### src/rtl/fifo_pkg.sv
// rtl/fifo_pkg.sv - shared constants, parameter range checks and in-flight tag type for the FIFO read adapter
package fifo_pkg;

  localparam int M_LEVEL_W = 3;

  typedef struct packed {
    logic live;
    logic discard;
  } infl_tag_t;

  function automatic int clog2(input int value);
    int w;
    w = 1;
    while ((1 << w) < value) w++;
    return w;
  endfunction

  function automatic bit rd_latency_ok(input int lat);
    return (lat == 1) || (lat == 2);
  endfunction

  function automatic bit buf_depth_ok(input int depth, input int lat);
    return (depth >= lat + 1) && (depth <= 4);
  endfunction

endpackage

### src/rtl/fifo_rd_stream_adapter_if.sv
// rtl/fifo_rd_stream_adapter_if.sv - FIFO read port plus first-word-fall-through output stream
interface fifo_rd_stream_adapter_if #(
  parameter int c_DATA_WIDTH = 32
);
  import fifo_pkg::*;

  logic                    fifo_rd_empty;
  logic [c_DATA_WIDTH-1:0] fifo_rd_data;
  logic                    fifo_rd_en;
  logic                    fifo_rd_oce;
  logic                    m_valid;
  logic [c_DATA_WIDTH-1:0] m_data;
  logic                    m_ready;
  logic [M_LEVEL_W-1:0]    m_level;

  // master is the adapter itself: it drains the FIFO and sources the stream
  modport master (
    input  fifo_rd_empty, fifo_rd_data, m_ready,
    output fifo_rd_en, fifo_rd_oce, m_valid, m_data, m_level
  );

  modport slave (
    output fifo_rd_empty, fifo_rd_data, m_ready,
    input  fifo_rd_en, fifo_rd_oce, m_valid, m_data, m_level
  );

endinterface

### src/rtl/fifo_skid_buf.sv
// rtl/fifo_skid_buf.sv - circular register buffer with push/pop/flush and occupancy count
module fifo_skid_buf
  import fifo_pkg::*;
#(
  parameter int c_DATA_WIDTH = 32,
  parameter int c_BUF_DEPTH  = 2
) (
  input  logic                    clk,
  input  logic                    rst_n,
  input  logic                    flush,
  input  logic                    push,
  input  logic [c_DATA_WIDTH-1:0] push_data,
  input  logic                    pop,
  output logic [c_DATA_WIDTH-1:0] head_data,
  output logic [M_LEVEL_W-1:0]    occ
);

  localparam int PTR_W = clog2(c_BUF_DEPTH);
  localparam logic [PTR_W-1:0] LAST_PTR = PTR_W'(c_BUF_DEPTH - 1);

  logic [c_DATA_WIDTH-1:0] mem [c_BUF_DEPTH];
  logic [PTR_W-1:0]        wr_ptr;
  logic [PTR_W-1:0]        rd_ptr;

  // depth need not be a power of two, so wrap explicitly
  function automatic logic [PTR_W-1:0] ptr_inc(input logic [PTR_W-1:0] p);
    return (p == LAST_PTR) ? '0 : p + 1'b1;
  endfunction

  always_ff @(posedge clk or negedge rst_n) begin
    if (!rst_n) begin
      wr_ptr <= '0;
      rd_ptr <= '0;
      occ    <= '0;
      for (int i = 0; i < c_BUF_DEPTH; i++) mem[i] <= '0;
    end else if (flush) begin
      wr_ptr <= '0;
      rd_ptr <= '0;
      occ    <= '0;
    end else begin
      if (push) begin
        mem[wr_ptr] <= push_data;
        wr_ptr      <= ptr_inc(wr_ptr);
      end
      if (pop) rd_ptr <= ptr_inc(rd_ptr);
      occ <= occ + M_LEVEL_W'(push) - M_LEVEL_W'(pop);
    end
  end

  assign head_data = mem[rd_ptr];

  a_no_overflow: assert property (@(posedge clk) disable iff (!rst_n)
    !(push && !pop && !flush && (occ == M_LEVEL_W'(c_BUF_DEPTH))));

  a_occ_range: assert property (@(posedge clk) disable iff (!rst_n)
    occ <= M_LEVEL_W'(c_BUF_DEPTH));

endmodule

### src/rtl/fifo_rd_stream_adapter.sv
// rtl/fifo_rd_stream_adapter.sv - credit-checked FIFO reader that re-presents data as a valid/ready stream
module fifo_rd_stream_adapter
  import fifo_pkg::*;
#(
  parameter int c_DATA_WIDTH = 32,
  parameter int c_RD_LATENCY = 1,
  parameter int c_BUF_DEPTH  = c_RD_LATENCY + 1
) (
  input logic                      rd_clk,
  input logic                      rd_rst_n,
  input logic                      flush,
  fifo_rd_stream_adapter_if.master bus
);

  if (!rd_latency_ok(c_RD_LATENCY)) begin : g_bad_latency
    $error("c_RD_LATENCY must be 1 or 2");
  end
  if (!buf_depth_ok(c_BUF_DEPTH, c_RD_LATENCY)) begin : g_bad_depth
    $error("c_BUF_DEPTH must lie in c_RD_LATENCY+1 .. 4");
  end

  infl_tag_t            infl [c_RD_LATENCY];
  logic [M_LEVEL_W-1:0] occ;
  logic [1:0]           infl_live;
  logic [3:0]           credit_used;
  logic                 pop;
  logic                 push;
  logic                 rd_en;

  assign pop = (occ != '0) && bus.m_ready;

  always_comb begin
    infl_live = '0;
    for (int i = 0; i < c_RD_LATENCY; i++)
      infl_live = infl_live + 2'(infl[i].live & ~infl[i].discard);
  end

  // a pop this cycle frees an entry in time for a read issued now
  assign credit_used = 4'(occ) + 4'(infl_live) - 4'(pop);
  assign rd_en       = rd_rst_n & ~bus.fifo_rd_empty & ~flush &
                       (credit_used < 4'(c_BUF_DEPTH));

  always_ff @(posedge rd_clk or negedge rd_rst_n) begin
    if (!rd_rst_n) begin
      for (int i = 0; i < c_RD_LATENCY; i++) infl[i] <= '0;
    end else begin
      infl[0] <= '{live: rd_en, discard: 1'b0};
      for (int i = 1; i < c_RD_LATENCY; i++)
        infl[i] <= '{live: infl[i-1].live, discard: infl[i-1].discard | flush};
    end
  end

  // a return landing in the flush cycle itself is dropped as well
  assign push = infl[c_RD_LATENCY-1].live & ~infl[c_RD_LATENCY-1].discard & ~flush;

  fifo_skid_buf #(
    .c_DATA_WIDTH(c_DATA_WIDTH),
    .c_BUF_DEPTH (c_BUF_DEPTH)
  ) u_skid_buf (
    .clk      (rd_clk),
    .rst_n    (rd_rst_n),
    .flush    (flush),
    .push     (push),
    .push_data(bus.fifo_rd_data),
    .pop      (pop),
    .head_data(bus.m_data),
    .occ      (occ)
  );

  assign bus.fifo_rd_en  = rd_en;
  assign bus.fifo_rd_oce = 1'b1;
  assign bus.m_valid     = (occ != '0);
  assign bus.m_level     = occ;

endmodule

### src/flat_wrapper.sv
// flat-port wrapper written by rule: the top's interface ports become plain ports
module fifo_rd_stream_adapter_flat import fifo_pkg::*;
#(
  parameter int c_DATA_WIDTH = 32,
  parameter int c_RD_LATENCY = 1,
  parameter int c_BUF_DEPTH  = c_RD_LATENCY + 1
)
  (rd_clk, rd_rst_n, flush, bus_fifo_rd_empty, bus_fifo_rd_data, bus_m_ready, bus_fifo_rd_en, bus_fifo_rd_oce, bus_m_valid, bus_m_data, bus_m_level);
  fifo_rd_stream_adapter_if #(.c_DATA_WIDTH(c_DATA_WIDTH)) bus_i ();
  input logic rd_clk;
  input logic rd_rst_n;
  input logic flush;
  input wire logic [$bits(bus_i.fifo_rd_empty)-1:0] bus_fifo_rd_empty;
  input wire logic [$bits(bus_i.fifo_rd_data)-1:0] bus_fifo_rd_data;
  input wire logic [$bits(bus_i.m_ready)-1:0] bus_m_ready;
  output wire logic [$bits(bus_i.fifo_rd_en)-1:0] bus_fifo_rd_en;
  output wire logic [$bits(bus_i.fifo_rd_oce)-1:0] bus_fifo_rd_oce;
  output wire logic [$bits(bus_i.m_valid)-1:0] bus_m_valid;
  output wire logic [$bits(bus_i.m_data)-1:0] bus_m_data;
  output wire logic [$bits(bus_i.m_level)-1:0] bus_m_level;
  assign bus_i.fifo_rd_empty = bus_fifo_rd_empty;
  assign bus_i.fifo_rd_data = bus_fifo_rd_data;
  assign bus_i.m_ready = bus_m_ready;
  assign bus_fifo_rd_en = bus_i.fifo_rd_en;
  assign bus_fifo_rd_oce = bus_i.fifo_rd_oce;
  assign bus_m_valid = bus_i.m_valid;
  assign bus_m_data = bus_i.m_data;
  assign bus_m_level = bus_i.m_level;
  fifo_rd_stream_adapter #(.c_DATA_WIDTH(c_DATA_WIDTH), .c_RD_LATENCY(c_RD_LATENCY), .c_BUF_DEPTH(c_BUF_DEPTH)) u_core (.rd_clk(rd_clk), .rd_rst_n(rd_rst_n), .flush(flush), .bus(bus_i));
endmodule
### config.mk
export PLATFORM = sky130hd
export DESIGN_NAME = fifo_rd_stream_adapter_flat
export DESIGN_NICKNAME = d
export VERILOG_FILES = /design/src/rtl/fifo_pkg.sv /design/src/rtl/fifo_rd_stream_adapter_if.sv /design/src/rtl/fifo_skid_buf.sv /design/src/rtl/fifo_rd_stream_adapter.sv /design/src/flat_wrapper.sv
export SDC_FILE = /design/constraint.sdc
export NUM_CORES = 1
export LEC_CHECK = 0
export ABC_CLOCK_PERIOD_IN_PS = 3800
export BUFFER_PORTS_ARGS = -buffer_cell sky130_fd_sc_hd__buf_4
export CAP_MARGIN = 20
export CORE_MARGIN = 3
export CORE_UTILIZATION = 50
export CTS_BUF_LIST = sky130_fd_sc_hd__clkbuf_4 sky130_fd_sc_hd__clkbuf_8 sky130_fd_sc_hd__clkbuf_16
export DETAILED_ROUTE_END_ITERATION = 10
export GPL_TIMING_DRIVEN = 0
export PLACE_DENSITY_LB_ADDON = 0.15
export SYNTH_ARGS = -nofsm -noshare
export SYNTH_HDL_FRONTEND = slang
export SYNTH_HIERARCHICAL = 1
export SYNTH_SLANG_ARGS = --single-unit
### constraint.sdc
create_clock -name rd_clk -period 3.8 [get_ports rd_clk]
set_input_delay 0.57 -clock rd_clk [delete_from_list [all_inputs] [get_ports rd_clk]]
set_output_delay 0.57 -clock rd_clk [all_outputs]
set_load 0.05 [all_outputs]
==> results.tsv, run 1 <==
metric	value	unit
synth_cell_type_count	26	
grt-ovfl-total	0	
avgSynthCellArea	15.2	um^2
synth_cells	213	
fillCellCount	490	
drc	0	
drtAntennaViolNets	0	
hold_viol	0	
synth.most_common_cell	mux2_2	
die-area	0.00748	mm^2
synth.area.top_cells	dfrtp_1 (54%), mux2_2 (32%), ha_1 (1.9%)	
drt_pass1_iterations	3	
syn_nets	257	
status	finished clean	
relSlewSlack	42.1	%
crit_type	flop to primary output	
htreeDepth	3	
grt_max_degree	72	
cp_max_fo	5	
synthAdderAreaFrac	3.17	%
insertedDiodeCount	0	
numCtsBuffers	9	
end_kind	primary output	
fin_nets	345	
r2r-start	u_core/u_skid_buf/occ[1]	
hp-class	input port to async pin	
port_buffers	73	
wl	5.98	mm
yosys_most_used_dff	dfrtp_1	
final-setup-viol-count	0	
drtIter0Drc	69	
timing.final.crit_share	95.4	%
cts.sinks	70	
power_density	840	mW/mm^2
die_h	86.5	um
utilization	67.6	%
clk_pin_slew_worst_paths	0.07	ns
start_util	53.1	%
finalCriticalPeriod	3.62	ns
worst_pin_slew	0.868	ns
p_leak	0.00214	uW
synthMuxAreaShare	33.4	%
rr_worst_depth	8	
die_width	86.5	um
worst_skew_pair.late_latency	0.34	ns
coreArea	0.00610	mm^2
synth_edf_count	0	
final_cell_area	0.00412	mm^2
r2r_setup_slack	1.07	ns
yosys.area_share.simple	3.94	%
postPlaceCellArea	0.00389	mm^2
ir_drop	0.765	mV
startpoint	u_core/u_skid_buf/occ[1]	
cts_tree	built	
area_growth	27.3	%
num_vias	1967	
pin_count	75	
via_per_inst	5.16	
cp_data_arrival_time	3.05	ns
cts_buffer_depth	2	
cts-root-buf	clkbuf_8	
clock.fmax	0.276	GHz
gp_congestion	0.726	
synth_top_area_share	54.1	%
drive_gt1_share	65.7	%
fin_worst_skew	0.00805	ns
synth_top_family_by_area	multiplexers	
grt_pass1_wl	9.69	mm
async_reset_ff_share	100	%
finalSetupTns	0	ns
grt_use_total	17.2	%
synth_xor_area_share	1.51	%
placementRows	28	
max_cap_viol_count	0	
synth_area	0.00324	mm^2
synthTopCellsByCount	mux2_2 (92), dfrtp_1 (70), inv_1 (7), ha_1 (5), nor2_1 (5)	
grt_pass1_vias	2043	
yosysTopAreaCell	dfrtp_1	
antenna_found_initial	0	
yosysWarnings	6	
synth-compound-area-share	0.425	%
worstPathRequired	3.23	ns
timing.final.max_slew_violations	0	
wire_per_inst	15.7	um
ys_seq_area_share	54.1	%
timing.rr.end	u_core/infl[1]	
place_hpwl	4.27	mm
synth-seq-cells	70	
worstSetupStartpointType	flop	
-- worst max path at each step --
stage	to	slack, ns
after detailed placement	bus_fifo_rd_en	0.42
after CTS	bus_fifo_rd_en	0.03
after floorplan	bus_fifo_rd_en	0.05
after global routing	bus_fifo_rd_en	-0.0003
final	bus_fifo_rd_en	0.18
after global placement	bus_fifo_rd_en	0.47
-- power by group --
part           internal, uW  switching, uW
clock                   318            269
combinational           737           1110
sequential              936           96.7
total                  1990           1470
-- cell usage in the layout (no fill, tap or decap), types with 4 or more instances in the layout --
cell type  count
buf_6          4
buf_4         80
mux2_1         4
dfrtp_1       69
inv_1          7
clkbuf_8      10
nor2_1         5
mux2_2        92
ha_1           5
-- routing by layer --
metal	track usage, %	vias to the layer above	routed length [um]
met3	5.61	7	330
li1	-	925	-
met2	28.9	45	2980
met5	0	-	0
met1	20.5	990	2580
met4	6.80	0	91
-- state kept, by name, indices dropped and copies added (netlist names) --
name                      cells
u_core/u_skid_buf/wr_ptr      1
u_core/u_skid_buf/occ         3
u_core/u_skid_buf/mem        64
u_core/infl                   1
u_core/u_skid_buf/rd_ptr      1
-- layout make-up --
type	count	area [um^2]	area share (%)
sequential	70	1750	42.5
multi-input combinational	125	1390	33.6
timing repair buffer	77	582	14.1
clock buffer	10	138	3.34
tap	75	93.8	2.28
buffer	11	82.6	2.00
clock inverter	6	61.3	1.49
inverter	7	26.3	0.637
-- critical path, cell delays in order (launching register included) --
cell,delay [ns]
dfrtp_2,0.44
or3_4,0.39
and2_1,0.21
ha_1,0.30
nand2b_1,0.16
fa_1,0.48
nand4bb_1,0.16
nor4b_4,0.36
buf_6,0.20
-- through the flow --
step	instances	power, uW	worst slack [ns]	hold WS (ns)
2_1_floorplan	213	2400	0.0505	0.274
3_3_place_gp	361	2860	0.468	0.468
3_5_place_dp	361	2890	0.425	0.480
4_1_cts	377	3490	0.0281	0.366
5_1_grt	381	3660	-0.000336	0.397
6_report	381	3460	0.175	0.343
-- kinds of logic after synthesis --
| group | count (synthesis) |
|---|---|
| muxes | 96 |
| DFF | 70 |
| buffers and inverters | 18 |
| and+or+nand+nor | 15 |
| adders and majority gates | 7 |
| xor gates and xnor gates | 4 |
| AOI/OAI and AO/OA | 2 |
| other | 1 |
-- timing repair --
action,in CTS,in global routing
gates resized for setup,0,2
setup buffers,0,4
hold endpoints to repair,0,0
hold buffers,0,0
endpoints found under the setup margin,0,1
(Power assumes the default switching activity.)
==> run 2: changes to the inputs <==
==> constraint.sdc (replaced) <==
create_clock -name rd_clk -period 3.8 [get_ports rd_clk]
set_input_delay 0.76 -clock rd_clk [delete_from_list [all_inputs] [get_ports rd_clk]]
set_output_delay 0.76 -clock rd_clk [all_outputs]
set_load 0.05 [all_outputs]
==> run 2 against run 1 <==
First-iteration DRC count grew 2.9%. Routed wire length grew 2.1%. Non-clock buffer count shrank 2. Global-route usage grew 0.94 points. Clock power shrank 11%. Worst hold slack gained 0.14 ns.
==> results.tsv, run 2 (synthesis results as in run 1) <==
metric	value	unit
num_vias	1960	
htreeDepth	3	
placementRows	28	
largest_reg_flops	64	
drive_gt1_share	66.4	%
status	finished clean	
crit_type	flop to primary output	
area_growth	26.1	%
final-setup-viol-count	0	
finalCriticalPeriod	3.70	ns
max_cap_viol_count	0	
via_per_inst	5.17	
relSlewSlack	41.8	%
port_buffers	73	
critPathMaxStageDelay	0.49	ns
worst_pin_slew	0.873	ns
cts_tree	built	
end_kind	primary output	
timing.final.max_slew_violations	0	
holdPathEnd	u_core/u_skid_buf/mem[37]	
r2r_setup_slack	1.29	ns
start_util	53.1	%
die_width	86.5	um
min-delay-start	u_core/u_skid_buf/mem[37]	
hold_viol	0	
fin_worst_skew	0.00803	ns
wire_per_inst	16.1	um
grt_pass1_vias	2098	
die-area	0.00748	mm^2
place_hpwl	4.27	mm
coreArea	0.00610	mm^2
pin_count	75	
cts-root-buf	clkbuf_8	
grt_use_total	18.1	%
wl	6.10	mm
cpMaxStageDelayCell	fa_1	
worst_skew_pair.late_latency	0.33	ns
clock.fmax	0.270	GHz
drt_pass1_iterations	4	
hp-class	flop to flop	
grt_pass1_wl	10.4	mm
rr_worst_depth	7	
worstPathRequired	3.04	ns
p_leak	0.00212	uW
grt_max_degree	72	
top_register	u_core/u_skid_buf/mem	
antenna_found_initial	0	
insertedDiodeCount	0	
reg_top3	u_core/u_skid_buf/mem: 64 flops, u_core/u_skid_buf/occ: 3 flops	
finalSetupTns	0	ns
cts_buffer_depth	2	
timing.rr.end	u_core/infl[1]	
clk_pin_slew_worst_paths	0.07	ns
power_density	835	mW/mm^2
cp_data_arrival_time	2.94	ns
cp_max_fo	4	
timing.final.crit_share	97.3	%
drtIter0Drc	71	
hold_depth	1	
utilization	67.0	%
gp_congestion	0.813	
r2r-start	u_core/u_skid_buf/occ[0]	
die_h	86.5	um
drtAntennaViolNets	0	
worstSetupStartpointType	flop	
ir_drop	0.546	mV
layout_common_cells	mux2_2 (92), buf_4 (78), dfrtp_1 (67)	
grt-ovfl-total	0	
fin_nets	343	
numCtsBuffers	9	
layout_commonest_cell	mux2_2	
path_cells	or3_4, and2_4, ha_1, nand2b_1, fa_1, nand4bb_1, nor4b_4, buf_6	
drc	0	
cts.sinks	70	
rsz0062_at_grt	false	
-- run 2: worst max path at each step --
stage,startpoint,endpoint,slack (ns),depth (start not counted)
finish,u_core/u_skid_buf/occ[0],bus_fifo_rd_en,0.10,8
global route,u_core/u_skid_buf/occ[0],bus_fifo_rd_en,0.02,8
CTS,u_core/u_skid_buf/occ[0],bus_fifo_rd_en,0.05,8
detailed placement,u_core/u_skid_buf/occ[1],bus_fifo_rd_en,0.31,8
global placement,u_core/u_skid_buf/occ[1],bus_fifo_rd_en,0.31,8
floorplan,u_core/u_skid_buf/occ[1],bus_fifo_rd_en,0.005,7
-- run 2: timing repair --
action	CTS	global route
pin swaps	1	1
buffers inserted	1	1
hold buffers	0	0
endpoints found under the setup margin	1	1
cloned	0	0
gates resized for setup	1	2
-- run 2: stage by stage --
step	total power [uW]	setup WS [ns]	hold slack, ns	std cells	cell area (um^2)
after detailed placement	2890	0.314	0.475	361	3890
after global placement	2870	0.309	0.468	361	3890
final	3410	0.102	0.485	379	4080
after floorplan	2410	0.00467	0.454	213	3250
after CTS	3440	0.0490	0.492	378	4070
after global routing	3610	0.0246	0.518	379	4080
-- run 2: cell type report --
class / instances / area [um^2]
fill: 467 / 2010
clock inverter: 4 / 23.8
multi-input combinational: 125 / 1390
inverter: 7 / 26.3
sequential: 70 / 1760
tap: 75 / 93.8
buffer: 11 / 82.6
timing repair buffer: 75 / 567
clock buffer: 12 / 146
-- run 2: power breakdown --
part	total (uW)	leakage [uW]	switching [uW]	internal (uW)
clock	520	0.0000944	263	257
combinational	1860	0.00108	1130	734
sequential	1030	0.000938	90.4	937
-- run 2: routing by layer --
metal / wire length, um / track usage (%)
met5: 0 / 0
met3: 359 / 4.28
met2: 2930 / 27.3
met1: 2730 / 25.4
met4: 83 / 7.37
-- run 2: critical path: cells and delay by family, from the launching register on --
| kind | cells | cell delay, ns |
|---|---|---|
| simple gates | 5 | 1.21 |
| fa+ha+maj | 2 | 0.77 |
| flops | 1 | 0.43 |
| buf+inv | 1 | 0.20 |
